--- config.mk ---
export PLATFORM = sky130hd
export DESIGN_NAME = spi_flash_cmd_frontend
export DESIGN_NICKNAME = d
export VERILOG_FILES = /design/src/rtl/spi_flash_cmd_frontend.sv
export SDC_FILE = /design/constraint.sdc
export NUM_CORES = 1
export LEC_CHECK = 0
export ABC_CLOCK_PERIOD_IN_PS = 2900
export CAP_MARGIN = 40
export CORE_ASPECT_RATIO = 1.25
export CORE_MARGIN = 10
export CORE_UTILIZATION = 53
export DETAILED_ROUTE_END_ITERATION = 8
export PLACE_DENSITY = 0.76
export SLEW_MARGIN = 20
export SYNTH_ARGS = -nofsm -noshare
export SYNTH_HDL_FRONTEND = slang
export SYNTH_SLANG_ARGS = --single-unit
--- constraint.sdc ---
create_clock -name Clk -period 2.9 [get_ports Clk]
set_clock_uncertainty 0.15 [all_clocks]
set_input_delay 0.725 -clock Clk [delete_from_list [all_inputs] [get_ports Clk]]
set_output_delay 0.725 -clock Clk [all_outputs]
set_load 0.1 [all_outputs]
--- src/rtl/spi_flash_cmd_frontend.sv ---
// UART byte-stream parser that frames ID/program/read/erase commands for an SPI-flash engine.
// Program payload is buffered in a FIFO. Optional inter-byte frame timeout: define FRAME_TIMEOUT_EN.
module spi_flash_cmd_frontend #(
  parameter  int ADDR_BYTES  = 3,
  parameter  int MAX_BURST   = 16,
  parameter  int TIMEOUT_CYC = 50000,
  localparam int LEN_W       = $clog2(MAX_BURST + 1),
  localparam int ADDR_W      = 8 * ADDR_BYTES
) (
  input  logic              Clk,
  input  logic              Rst,
  input  logic [7:0]        rx_data,
  input  logic              rx_valid,
  output logic              rx_ready,
  output logic              cmd_valid,
  input  logic              cmd_ready,
  output logic [3:0]        cmd_op,
  output logic [ADDR_W-1:0] cmd_addr,
  output logic [LEN_W-1:0]  cmd_len,
  output logic [7:0]        wr_data,
  output logic              wr_valid,
  input  logic              wr_pop,
  input  logic              eng_done,
  output logic              busy,
  output logic              err_pulse,
  output logic [1:0]        err_code
);

  localparam int PTR_W = (MAX_BURST > 1) ? $clog2(MAX_BURST) : 1;

  localparam logic [3:0] OP_ID    = 4'b0001;
  localparam logic [3:0] OP_PROG  = 4'b0010;
  localparam logic [3:0] OP_READ  = 4'b0100;
  localparam logic [3:0] OP_ERASE = 4'b1000;

  localparam logic [1:0] ERR_OPCODE  = 2'd1;
  localparam logic [1:0] ERR_LENGTH  = 2'd2;
  localparam logic [1:0] ERR_TIMEOUT = 2'd3;

  typedef enum logic [2:0] {S_IDLE, S_ADDR, S_LEN, S_DATA, S_ISSUE, S_WAIT} state_t;

  state_t           state;
  logic [2:0]       addr_cnt;
  logic [LEN_W-1:0] data_cnt;

  logic [7:0]       fifo_mem [MAX_BURST];
  logic [PTR_W-1:0] wr_ptr, rd_ptr;
  logic [LEN_W-1:0] fifo_cnt;

  logic byte_acc, push, pop, flush, len_bad, in_frame, timeout_hit;

  assign byte_acc = rx_valid && rx_ready;
  assign in_frame = (state == S_ADDR) || (state == S_LEN) || (state == S_DATA);
  assign push     = (state == S_DATA) && byte_acc;
  assign pop      = wr_pop && wr_valid;
  assign len_bad  = (rx_data == 8'h00) || ({1'b0, rx_data} > 9'(MAX_BURST));
  assign flush    = ((state == S_WAIT) && eng_done) ||
                    ((state == S_LEN) && byte_acc && len_bad) || timeout_hit;

  assign wr_valid = (fifo_cnt != '0);
  assign wr_data  = wr_valid ? fifo_mem[rd_ptr] : 8'h00;

`ifdef FRAME_TIMEOUT_EN
  localparam int TO_W = (TIMEOUT_CYC > 1) ? $clog2(TIMEOUT_CYC) : 1;
  logic [TO_W-1:0] to_cnt;

  // Counts idle cycles between accepted bytes while a frame is open.
  always_ff @(posedge Clk or posedge Rst) begin
    if (Rst)                                   to_cnt <= '0;
    else if (!in_frame || byte_acc || timeout_hit) to_cnt <= '0;
    else                                       to_cnt <= to_cnt + TO_W'(1);
  end

  assign timeout_hit = in_frame && !byte_acc && (to_cnt == TO_W'(TIMEOUT_CYC - 1));
`else
  assign timeout_hit = 1'b0;
`endif

  // NOTE: payload storage carries no reset; wr_data is masked to zero while empty,
  // so stale contents are never observable and the array maps onto plain RAM.
  always_ff @(posedge Clk) begin
    if (push) fifo_mem[wr_ptr] <= rx_data;
  end

  // NOTE: all state and registered outputs use non-blocking assignments so every
  // branch below sees the pre-edge values, independent of statement order.
  always_ff @(posedge Clk or posedge Rst) begin
    if (Rst) begin
      state     <= S_IDLE;
      addr_cnt  <= '0;
      data_cnt  <= '0;
      rx_ready  <= 1'b1;
      cmd_valid <= 1'b0;
      cmd_op    <= '0;
      cmd_addr  <= '0;
      cmd_len   <= '0;
      busy      <= 1'b0;
      err_pulse <= 1'b0;
      err_code  <= '0;
      wr_ptr    <= '0;
      rd_ptr    <= '0;
      fifo_cnt  <= '0;
    end else begin
      err_pulse <= 1'b0;

      if (flush) begin
        wr_ptr   <= '0;
        rd_ptr   <= '0;
        fifo_cnt <= '0;
      end else begin
        if (push) wr_ptr <= wr_ptr + PTR_W'(1);
        if (pop)  rd_ptr <= rd_ptr + PTR_W'(1);
        if (push && !pop)      fifo_cnt <= fifo_cnt + LEN_W'(1);
        else if (pop && !push) fifo_cnt <= fifo_cnt - LEN_W'(1);
      end

      case (state)
        S_IDLE: begin
          if (byte_acc) begin
            case (rx_data)
              8'h57, 8'h52, 8'h53: begin
                cmd_op   <= (rx_data == 8'h57) ? OP_PROG :
                            (rx_data == 8'h52) ? OP_READ : OP_ERASE;
                cmd_addr <= '0;
                cmd_len  <= '0;
                addr_cnt <= '0;
                err_code <= '0;
                state    <= S_ADDR;
              end
              8'h49: begin
                cmd_op    <= OP_ID;
                cmd_addr  <= '0;
                cmd_len   <= '0;
                err_code  <= '0;
                cmd_valid <= 1'b1;
                rx_ready  <= 1'b0;
                busy      <= 1'b1;
                state     <= S_ISSUE;
              end
              default: begin
                err_pulse <= 1'b1;
                err_code  <= ERR_OPCODE;
              end
            endcase
          end
        end

        S_ADDR: begin
          if (byte_acc) begin
            cmd_addr <= (cmd_addr << 8) | ADDR_W'(rx_data);
            addr_cnt <= addr_cnt + 3'd1;
            if (addr_cnt == 3'(ADDR_BYTES - 1)) begin
              if (cmd_op == OP_ERASE) begin
                cmd_valid <= 1'b1;
                rx_ready  <= 1'b0;
                busy      <= 1'b1;
                state     <= S_ISSUE;
              end else begin
                state <= S_LEN;
              end
            end
          end
        end

        S_LEN: begin
          if (byte_acc) begin
            if (len_bad) begin
              err_pulse <= 1'b1;
              err_code  <= ERR_LENGTH;
              state     <= S_IDLE;
            end else begin
              cmd_len  <= LEN_W'(rx_data);
              data_cnt <= '0;
              if (cmd_op == OP_READ) begin
                cmd_valid <= 1'b1;
                rx_ready  <= 1'b0;
                busy      <= 1'b1;
                state     <= S_ISSUE;
              end else begin
                state <= S_DATA;
              end
            end
          end
        end

        S_DATA: begin
          if (byte_acc) begin
            data_cnt <= data_cnt + LEN_W'(1);
            if (data_cnt + LEN_W'(1) == cmd_len) begin
              cmd_valid <= 1'b1;
              rx_ready  <= 1'b0;
              busy      <= 1'b1;
              state     <= S_ISSUE;
            end
          end
        end

        S_ISSUE: begin
          if (cmd_ready) begin
            cmd_valid <= 1'b0;
            state     <= S_WAIT;
          end
        end

        S_WAIT: begin
          if (eng_done) begin
            rx_ready <= 1'b1;
            busy     <= 1'b0;
            state    <= S_IDLE;
          end
        end

        default: state <= S_IDLE;
      endcase

      // Timeout only fires in a frame state on a cycle with no accepted byte.
      if (timeout_hit) begin
        err_pulse <= 1'b1;
        err_code  <= ERR_TIMEOUT;
        state     <= S_IDLE;
      end
    end
  end

endmodule
==> flow_metrics.py <==
metrics = {
    "placed_design": {
        "pre_cts_ws_ns": -0.303,
        "dp_hpwl_mm": 13.1,
        "portBuffers": 61,
        "gp_congestion": 0.892,
    },
    "final_layout": {
        "diodes": 0,
        "multi_input_area_um2": 2650,
        "seq_area_um2": 5430,
        "nets": 672,
        "drive_gt1_frac": 0.337,
        "area_growth_pct": 27.3,
        "fillers": 954,
    },
    "drt": {
        "drt_iter0_drc": 437,
        "vias_per_cell": 5.80,
        "wl_per_cell_um": 22.2,
        "vias": 5025,
        "drt_wl_total_mm": 19.3,
        "drcViolationCount": 0,
        "drtPass1Iterations": 5,
        "ant_nets": 0,
    },
    "clocking": {
        "hold_buffers": 0,
        "cts-root-buf": "clkbuf_16",
        "clk_pin_slew_ns": 0.07,
        "clock_path_buffers": 2,
        "cts_buffers": 17,
        "cts.sinks": 191,
        "clk-insertion-delay-late_ns": 0.44,
        "cts_tree": "done",
        "cts_htree_levels": 4,
    },
    "synthesis": {
        "synth_cell_type_count": 56,
        "synth_top_area_frac": 0.471,
        "yosysTopAreaCell": "edfxtp_1",
        "synth.ff_latch_count": 191,
        "ys_seq_area_frac": 0.664,
        "synth_area_leaders": "edfxtp_1 (47%), dfrtp_1 (19%), mux4_2 (11%)",
        "synth_nets": 537,
        "synth_ff_type": "edfxtp_1",
        "yosysWarningCount": 0,
        "yosys-top-cells-count": "edfxtp_1 (128), dfrtp_1 (62), mux4_2 (40)",
        "synth-edff-count": 128,
        "syn_inst": 511,
        "synth.most_common_cell": "edfxtp_1",
        "syn-mean-instance-area_um2": 16.0,
        "netlist_area_um2": 8160,
        "ys_async_sr_fraction": 0.330,
    },
    "grt": {
        "antenna_found_initial": 0,
        "grt_remaining_overflow": 0,
        "grt_max_degree": 45,
        "grt_pass1_vias": 5253,
        "track_usage": 0.190,
        "grt_first_pass_wirelength_mm": 30.1,
    },
    "sta": {
        "finalHoldViolCount": 0,
        "setup_violations": 8,
        "maxSlewViolCount": 0,
        "fmax_mhz": 300,
        "post-route-period-util": 1.15,
        "finalWorstSetupSlack_ns": -0.436,
        "rsz0062_at_grt": "true",
        "slew_headroom": 0.568,
        "worst_pin_slew_ns": 0.645,
        "period_minus_slack_ns": 3.34,
        "fin_setup_tns_ns": -3.29,
    },
    "worst_setup_path": {
        "cp-end-kind": "output pin",
        "reg2regPathDepth": 10,
        "reg2reg_from": "fifo_cnt[4]",
        "cp-start-kind": "register",
        "required_ns": 2.03,
        "cp.arrival_ns": 2.46,
        "rrSetupSlack_ns": 0.20,
        "crit_type": "reg2out",
        "path_max_fanout": 6,
        "reg2reg_to": "fifo_cnt[4]",
    },
    "die": {
        "core_area_um2": 15100,
        "die_x_um": 131,
        "die_y_um": 159,
        "initial_core_util": 0.541,
        "fp.dieArea_um2": 20800,
        "io-pin-count": 62,
        "std_cell_rows": 50,
    },
    "hold_path": {
        "hp-start": "cmd_addr[23]",
        "holdPathEnd": "cmd_addr[23]",
        "holdPathStages": 1,
        "worstHoldPathType": "reg2reg",
    },
    "power": {
        "ir_worst_vdd_mv": 1.32,
        "p_per_area_nw_per_um2": 1150,
        "leakage_nw": 4.03,
    },
    "run": {
        "cap_violations": 0,
    },
    "status": {
        "outcome": "finished with violations",
        "violations": "setup timing",
    },
}
## cells by family (layout without fill, tap and decap cells)
| kind of cell | after synthesis | count (layout) | share of synthesized area |
|---|---|---|---|
| and+or+nand+nor | 121 | 121 | 0.0766 |
| buffers and inverters | 34 | 182 | 0.0199 |
| xor gates and xnor gates | 20 | 20 | 0.0254 |
| adders and majority gates | 12 | 12 | 0.0193 |
| muxes | 44 | 44 | 0.116 |
| DFF | 191 | 191 | 0.664 |
| AOI/OAI and AO/OA | 89 | 89 | 0.0789 |
## sequential cells by signal (all words and copies together) (netlist names)
name	count
err_code	2
wr_ptr	4
cmd_addr	24
cmd_len	5
data_cnt	5
rd_ptr	4
rx_ready	1
cmd_valid	1
addr_cnt	3
err_pulse	1
fifo_mem	128
fifo_cnt	5
busy	1
state	3
cmd_op	4
## routing by layer
| metal | vias up | track usage | wire length (um) |
|---|---|---|---|
| met2 | 181 | 0.317 | 10100 |
| li1 | 2252 | - | - |
| met5 | - | 0 | 0 |
| met1 | 2567 | 0.240 | 7780 |
| met4 | 0 | 0.0638 | 369 |
| met3 | 25 | 0.0389 | 1050 |
## area by class of cell
class                      count  share of cell area
timing repair buffer         140               0.142
sequential                   191               0.522
multi-input combinational    286               0.255
tap                          208              0.0250
inverter                      10             0.00361
clock inverter                15              0.0120
clock buffer                  17              0.0409
## through the flow
step                 util  std cells  cell area (um2)  hold WS (ns)  total power, mW
floorplan               -        511             8220         0.295             7.85
global placement    0.642        827             9680         0.326             9.41
detailed placement  0.642        827             9680         0.333             9.53
CTS                 0.682        861            10300         0.361             11.8
global route        0.689        867            10400         0.371             12.3
finish              0.689        867            10400         0.356             11.9
## timing repair
action                     in CTS  in global routing
pin swaps                       0                  2
resized for setup               4                  6
hold endpoints to repair        0                  0
setup endpoints to repair       9                 10
buffers inserted                1                  4
gates cloned                    1                  2
## power by group
part	total (mW)	switching (mW)	internal, mW
clock network	2.20	1.07	1.13
registers	3.59	0.323	3.27
logic	6.12	3.87	2.25
total	11.9	5.26	6.64
## cell usage in the layout (no fill, tap or decap), types with 3 or more instances in the layout
master             n
a21o_1             5
a21oi_1           10
a22o_1            26
and2_1            13
and4_1             4
buf_12            25
buf_4             96
clkbuf_16         19
clkdlybuf4s50_1   13
clkinv_4           3
dfrtp_1           61
edfxtp_1         128
ha_1              11
inv_1              8
inv_6              9
mux4_2            40
nand2_1           31
nand2b_1           3
nand3_1            5
nand4_1            3
nor2_1            27
nor2b_1            6
nor2b_4            7
nor3_1             4
nor3b_1            3
o211ai_1           3
o21ai_0           21
o31ai_1           10
xnor2_1            9
xor2_1             9
## worst max path at each step
stage | startpoint | to | depth (start not counted)
after floorplan | rd_ptr[1] | wr_data[2] | 5
after global placement | rx_valid | fifo_cnt[4] | 11
after detailed placement | rx_valid | fifo_cnt[4] | 11
after CTS | rd_ptr[0] | wr_data[4] | 5
after global routing | rd_ptr[0] | wr_data[1] | 6
final | rd_ptr[0] | wr_data[3] | 6
## worst max-delay path: stages (launching register included)
cell and delay (ns):
dfrtp_2 0.38, buf_12 0.14, buf_12 0.13, mux4_2 0.55
mux4_2 0.51, nor2b_4 0.15, buf_12 0.16
No activity file was read; power rests on OpenSTA's default activity.
